[src/rtl/decoder.sv]
// Manchester line decoder for the Ethernet receive path.
//
// Registers one half-bit sample per Sample strobe, emits one NRZ bit per Shift_Enable
// strobe and flags an idle line when three or more consecutive samples are equal.
//
// Ports:
//   clk          system clock, all state updates on the rising edge
//   n_rst        synchronous active-low reset
//   Sync_Ether   synchronized Manchester line level
//   Sample       one-cycle strobe: capture Sync_Ether as the next half-bit
//   Shift_Enable one-cycle strobe: emit the decoded bit for the current bit cell
//   e_orig       decoded data bit (registered)
//   Idle         no transition for 3 or more consecutive samples
//
// Configuration macro:
//   DECODER_THOMAS_EN  defined: G.E. Thomas polarity (bit 0 = low then high)
//                      undefined: IEEE 802.3 polarity (bit 0 = high then low)

module decoder (
  input  logic clk,
  input  logic n_rst,
  input  logic Sync_Ether,
  input  logic Sample,
  input  logic Shift_Enable,
  output logic e_orig,
  output logic Idle
);

  logic       s_cur_q, s_cur_d;
  logic [1:0] run_q, run_d;
  logic       e_orig_q, e_orig_d;
  logic       first_half;

  // With both strobes in one cycle the incoming sample is the first half of the cell.
  always_comb begin
    first_half = Sample ? Sync_Ether : s_cur_q;
  end

  always_comb begin
    s_cur_d  = s_cur_q;
    run_d    = run_q;
    e_orig_d = e_orig_q;
    if (Sample) begin
      s_cur_d = Sync_Ether;
      if (Sync_Ether != s_cur_q) begin
        run_d = 2'd1;
      end else if (run_q != 2'd3) begin
        run_d = run_q + 2'd1;
      end
    end
    if (Shift_Enable) begin
`ifdef DECODER_THOMAS_EN
      e_orig_d = first_half;
`else
      e_orig_d = ~first_half;
`endif
    end
  end

  always_ff @(posedge clk) begin
    if (!n_rst) begin
      s_cur_q  <= 1'b0;
      run_q    <= 2'd3;
      e_orig_q <= 1'b0;
    end else begin
      s_cur_q  <= s_cur_d;
      run_q    <= run_d;
      e_orig_q <= e_orig_d;
    end
  end

  assign e_orig = e_orig_q;
  assign Idle   = (run_q == 2'd3);

endmodule

[config.mk]
export PLATFORM = sky130hd
export DESIGN_NAME = decoder
export DESIGN_NICKNAME = d
export VERILOG_FILES = /design/src/rtl/decoder.sv
export SDC_FILE = /design/constraint.sdc
export NUM_CORES = 1
export LEC_CHECK = 0
export CELL_PAD_IN_SITES_DETAIL_PLACEMENT = 0
export CELL_PAD_IN_SITES_GLOBAL_PLACEMENT = 2
export CORE_AREA = 2 2 39 41
export DETAILED_ROUTE_END_ITERATION = 10
export DIE_AREA = 0 0 41 43
export MAX_ROUTING_LAYER = met4
export PLACE_DENSITY_LB_ADDON = 0.1
export RECOVER_POWER = 25
export SETUP_SLACK_MARGIN = 0.02
export SYNTH_ARGS = -nofsm -noshare
export SYNTH_HDL_FRONTEND = slang
export SYNTH_SLANG_ARGS = --single-unit
[constraint.sdc]
create_clock -name clk -period 1.33 [get_ports clk]
set_input_delay 0.133 -clock clk [delete_from_list [all_inputs] [get_ports clk]]
set_output_delay 0.133 -clock clk [all_outputs]
set_load 0.01 [all_outputs]
==> results of run 1 <==
[synthesized netlist by cell type]
| cell | instances |
|---|---|
| nor2_1 | 1 |
| dfxtp_1 | 4 |
| nor2b_1 | 2 |
| inv_1 | 1 |
| nand4b_1 | 1 |
| o21ai_1 | 1 |
| a21o_1 | 1 |
| o31ai_1 | 1 |
| xor2_1 | 1 |
| nand3b_1 | 1 |
| a21oi_1 | 2 |
| mux2i_1 | 2 |
| ha_1 | 1 |
| nand2_1 | 1 |
[flip-flops by register name (all words and copies together), names as in the netlist]
register and flops:
e_orig 1, run_q 2, s_cur_q 1
[per-layer routing]
metal / part of all wire (%) / track usage, % / vias to the layer above
met3: 7.1 / 3.14 / 2
met2: 50 / 8.75 / 6
met5: 0 / - / -
li1: - / - / 92
met4: 1.2 / 8.00 / 0
met1: 41 / 7.05 / 78
[area by class of cell]
class / instances / area (µm²)
inverter: 1 / 3.75
tap: 16 / 20.0
timing repair buffer: 7 / 66.3
fill: 159 / 1080
multi-input combinational: 15 / 108
sequential: 4 / 80.1
clock buffer: 3 / 22.5
[report_power, final]
| part | switching (mW) | leakage, nW | total, mW | internal (mW) |
|---|---|---|---|---|
| registers | 0.00605 | 0.0331 | 0.137 | 0.131 |
| logic | 0.0320 | 0.0775 | 0.0740 | 0.0419 |
| clock network | 0.0459 | 0.0138 | 0.147 | 0.101 |
| total | 0.0840 | 0.124 | 0.357 | 0.273 |
[worst register-to-register path, cell delays in order, from the launching register on]
cell      delay (ps)
dfxtp_1          320
ha_1             210
buf_4            150
nand4b_1         160
a21oi_1          140
a21oi_1           50
[per-stage QoR]
step                instance area (µm²)  hold WS (ps)  setup WS, ps  total power [mW]  util (%)
global placement                    279           447          40.8             0.217      20.2
global route                        300           486          70.4             0.391      21.7
detailed placement                  279           447          34.0             0.218      20.2
CTS                                 300           456          93.5             0.370      21.7
floorplan                           191           224           300             0.175         -
finish                              300           450           107             0.357      21.7
[worst max path at each step]
stage                     to  slack (ps)  cells past startpoint
finish                e_orig         110                      1
global route          e_orig          70                      1
detailed placement  run_q[1]          30                      4
floorplan           run_q[0]         300                      4
global placement    run_q[1]          40                      4
CTS                   e_orig          90                      1
[timing repair]
action,CTS,global route
resized for setup,1,0
buffers inserted,0,0
setup endpoints to repair,1,0
endpoints found under the hold margin,0,0
[cell families (layout without fill, tap and decap cells)]
| kind of cell | after synthesis | count (layout) | synth area share [%] |
|---|---|---|---|
| AND/OR/NAND/NOR | 6 | 6 | 19.0 |
| AO/OA/AOI/OAI | 5 | 5 | 15.7 |
| flip-flops | 4 | 4 | 41.8 |
| multiplexers | 2 | 2 | 10.5 |
| adder cells (fa/ha/maj) | 1 | 1 | 6.53 |
| XOR/XNOR | 1 | 1 | 4.58 |
| buffers and inverters | 1 | 11 | 1.96 |
==> impl_metrics.csv, run 1 <==
group,metric,value,unit
run,maxCapViolCount,0,
timing,final.min_clock_period,1220,ps
hold_path,hold-path-endpoint,"run_q[1]",
die,die_area,1760,µm²
placement,io_buffer_count,6,
detailed_routing,drt_first_pass_iters,1,
setup_path,crit_chain,"clkdlybuf4s50_1",
die,die_w,41,µm
grt,grt_start_max_net_pins,7,
detailed_routing,remaining_drc_errors,0,
setup_path,crit_family,"buffers and inverters",
die,pin_count,7,
hold_path,hold_depth,1,
clock_tree,cts.htree.levels,1,
grt,grt_pass1_vias,177,
setup_path,rr_endpoint,"run_q[0]",
setup_path,cp_slowest_stage_delay,540,ps
setup_path,worstPathRequired,1200,ps
yosys,synth_warnings,0,
setup_path,path_buf_inv,1,
power_and_ir_drop,irDropWorstVdd,0.319,mV
yosys,synth_cells,20,
grt,grt_pass1_wl,710,µm
timing,fin_skew,1.87,ps
placement,placedCellCount,43,
yosys,syn_area,191,µm²
hold_path,hp-start,"run_q[1]",
placement,dp_hpwl,340,µm
yosys,yosys.area.top_type_share,41.8,%
power_and_ir_drop,p_per_area,1190,nW/µm²
setup_path,crit_fanout,2,
timing,post-route-period-util,91.9,%
setup_path,crit_type,"reg2out",
die,core_region_area,1380,µm²
detailed_routing,vias,178,
clock_tree,insertion_delay,230,ps
yosys,synth-seq-cells,4,
cells_and_area,nets,38,
yosys,synth_seq_area_share,41.8,%
setup_path,cp-end-kind,"output port",
clock_tree,cts_root_buf,"clkbuf_4",
yosys,yosysUniqueCellTypes,14,
setup_path,startpoint,"e_orig",
placement,globalplace.congestion,0.643,
timing,slew_headroom,82.2,%
hold_path,min_path_type,"reg2reg",
cells_and_area,layout-drive-gt1-share,13.3,%
timing,slew_viol_final,0,
yosys,yosysTopAreaCell,"dfxtp_1",
clock_tree,numCtsBuffers,3,
clock_tree,cts_sinks,4,
die,start_util,13.8,%
grt,grt_overflow,0,
yosys,post_synth_main_area_contributors,"dfxtp_1 (42%), mux2i_1 (10%), ha_1 (6.5%)",
setup_path,cp_slowest_cell,"clkdlybuf4s50_1",
die,fp.dieH,43,µm
cells_and_area,area_delta_synth_final,56.9,%
timing,rsz0062_at_grt,"no",
cells_and_area,fin_cells,46,
cells_and_area,antenna_cells,0,
yosys,syn_nets,26,
timing,max_freq,818,MHz
clock_tree,clk_path_buf_depth,2,
cells_and_area,layout_common_cells,"dfxtp_1 (4), clkdlybuf4s50_1 (4), clkbuf_4 (3)",
outcome,status,"complete, no violations",
timing,setup_violations,0,
setup_path,critPathArrivalTime,1090,ps
clock_tree,cts_hold_buffers,0,
setup_path,reg2reg_from,"run_q[0]",
detailed_routing,vias_per_cell,3.87,
setup_path,r2r.worst_path.cells,5,
setup_path,startpoint_type,"register",
grt,antenna_found_initial,0,
yosys,postSynthAreaPerCell,9.57,µm²
detailed_routing,post_drt_wl_per_cell,9.20,µm
detailed_routing,drt_iter0_markers,0,
setup_path,r2r_slack,190,ps
timing,final_hold_viol_count,0,
power_and_ir_drop,p_leak,0.124,nW
detailed_routing,drt_wl_total,423,µm
clock_tree,cts_tree,"done",
timing,finalSetupTns,0,ps
timing,tightest_slew,266,ps
detailed_routing,antenna_left,0,
clock_tree,clkTransAtPathRegs,40,ps
grt,grt_use_total,6.99,%
die,num_rows,14,
(Power assumes the default switching activity.)
==> inputs of run 2 (changes only) <==
- SLEW_MARGIN: not set -> 10
- TNS_END_PERCENT: not set -> 20
==> results of run 2 <==
Same layout as run 1: the final DEF is identical, and so are final timing and power.
==> inputs of run 3 (changes only) <==
- clock period: 1.33 -> 1.6 ns (I/O delays scaled with it)
==> run 3 against run 2 <==
  * Non-clock buffer count shrank 1
  * First-iteration DRC count is the same
  * Register-to-register slack improved by 390 ps
  * Highest routed layer is now met3
  * Critical endpoint unchanged
==> impl_metrics.csv, run 3 (synthesis results as in run 1) <==
group,metric,value,unit
clock_tree,cts_tree,"done",
hold_path,min_path_type,"reg2reg",
setup_path,crit_chain,"clkdlybuf4s50_1",
timing,final_hold_viol_count,0,
detailed_routing,drt_wl_total,427,µm
timing,final.min_clock_period,1250,ps
grt,antenna_found_initial,0,
cells_and_area,area_delta_synth_final,56.2,%
setup_path,crit_type,"reg2out",
die,start_util,13.8,%
die,core_region_area,1380,µm²
die,die_area,1760,µm²
setup_path,startpoint_type,"register",
timing,setup_violations,0,
setup_path,r2r_slack,580,ps
detailed_routing,antenna_left,0,
cells_and_area,top_register,"run_q",
clock_tree,postCtsSetupBuffers,0,
timing,slew_viol_final,0,
setup_path,cp_slowest_cell,"clkdlybuf4s50_1",
grt,grt_pass1_wl,724,µm
timing,layout_setup_ws,347,ps
detailed_routing,drt_iter0_markers,0,
grt,grt_pass1_vias,181,
setup_path,crit_fanout,2,
timing,finalSetupTns,0,ps
timing,post-route-period-util,78.3,%
timing,max_freq,798,MHz
cells_and_area,layout-drive-gt1-share,13.8,%
clock_tree,cts_sinks,4,
clock_tree,cts_hold_buffers,0,
clock_tree,clk_path_buf_depth,2,
setup_path,critPathArrivalTime,1090,ps
setup_path,cp_slowest_stage_delay,540,ps
placement,globalplace.congestion,0.579,
grt,grt_overflow,0,
clock_tree,cts_root_buf,"clkbuf_4",
grt,grt_start_max_net_pins,7,
detailed_routing,post_drt_wl_per_cell,9.49,µm
setup_path,path_buf_inv,1,
die,num_rows,14,
power_and_ir_drop,irDropWorstVdd,0.267,mV
power_and_ir_drop,p_leak,0.124,nW
outcome,status,"complete, no violations",
timing,fin_skew,0.523,ps
timing,tightest_slew,253,ps
detailed_routing,remaining_drc_errors,0,
setup_path,crit_family,"buffers and inverters",
detailed_routing,drt_first_pass_iters,1,
grt,grt_use_total,6.79,%
clock_tree,insertion_delay,230,ps
setup_path,cp-end-kind,"output port",
placement,io_buffer_count,6,
setup_path,worstPathRequired,1440,ps
clock_tree,clkTransAtPathRegs,40,ps
cells_and_area,fillCellCount,158,
clock_tree,cts.htree.levels,1,
placement,pre_cts_slack,284,ps
die,pin_count,7,
die,die_w,41,µm
timing,slew_headroom,83.1,%
cells_and_area,layout_common_cells,"dfxtp_1 (4), clkdlybuf4s50_1 (4), clkbuf_4 (3)",
run,maxCapViolCount,0,
cells_and_area,largest_reg_flops,2,
cells_and_area,nets,37,
cells_and_area,antenna_cells,0,
detailed_routing,vias,174,
power_and_ir_drop,p_per_area,985,nW/µm²
power_and_ir_drop,power.total,295,µW
clock_tree,numCtsBuffers,3,
detailed_routing,vias_per_cell,3.87,
die,fp.dieH,43,µm
timing,rsz0062_at_grt,"no",
run 3: changes by cell type in the layout (fill, tap and decap cells not counted):
cell,change
ha_1,-1
dlygate4sd2_1,-1
buf_4,-1
ha_2,+1
dlymetal6s2s_1,+1
run 3: repair_timing:
action                                 CTS  global route
setup endpoints to repair                0             1
resized for setup                        0             2
endpoints found under the hold margin    0             0
run 3: final timing paths:
check	start	to	cells after the start
worst max register to register	run_q[0]	run_q[1]	4
worst max-delay path	e_orig	e_orig	1
worst min-delay path	run_q[1]	run_q[1]	1
worst min register to register	run_q[1]	run_q[1]	1
run 3: per-stage QoR:
stage               area, µm²  cells  hold WS [ps]  util [%]
finish                    299     45           465      21.6
floorplan                 191     20           251         -
CTS                       294     45           468      21.2
detailed placement        272     42           459      19.6
global route              299     45           504      21.6
global placement          272     42           462      19.6
run 3: layer usage:
metal / track usage [%] / part of all wire (%)
met4: 8.00 / 0
met5: - / 0
met3: 1.57 / 5.2
met1: 7.07 / 42
met2: 9.06 / 52
run 3: final cells by class:
type                            count  area [µm²]  area share [%]
Clock buffer                        3        22.5            7.53
Inverter                            1        3.75            1.26
Multi-Input combinational cell     15         110            36.8
Sequential cell                     4        80.1            26.8
Tap cell                           16        20.0            6.69
Timing Repair Buffer                6        62.6            20.9
run 3: power breakdown:
group	switching, mW	internal (mW)	total (mW)	leakage, nW
logic	0.0256	0.0339	0.0595	0.0772
registers	0.00537	0.109	0.114	0.0331
clock network	0.0375	0.0837	0.121	0.0138
total	0.0684	0.226	0.295	0.124
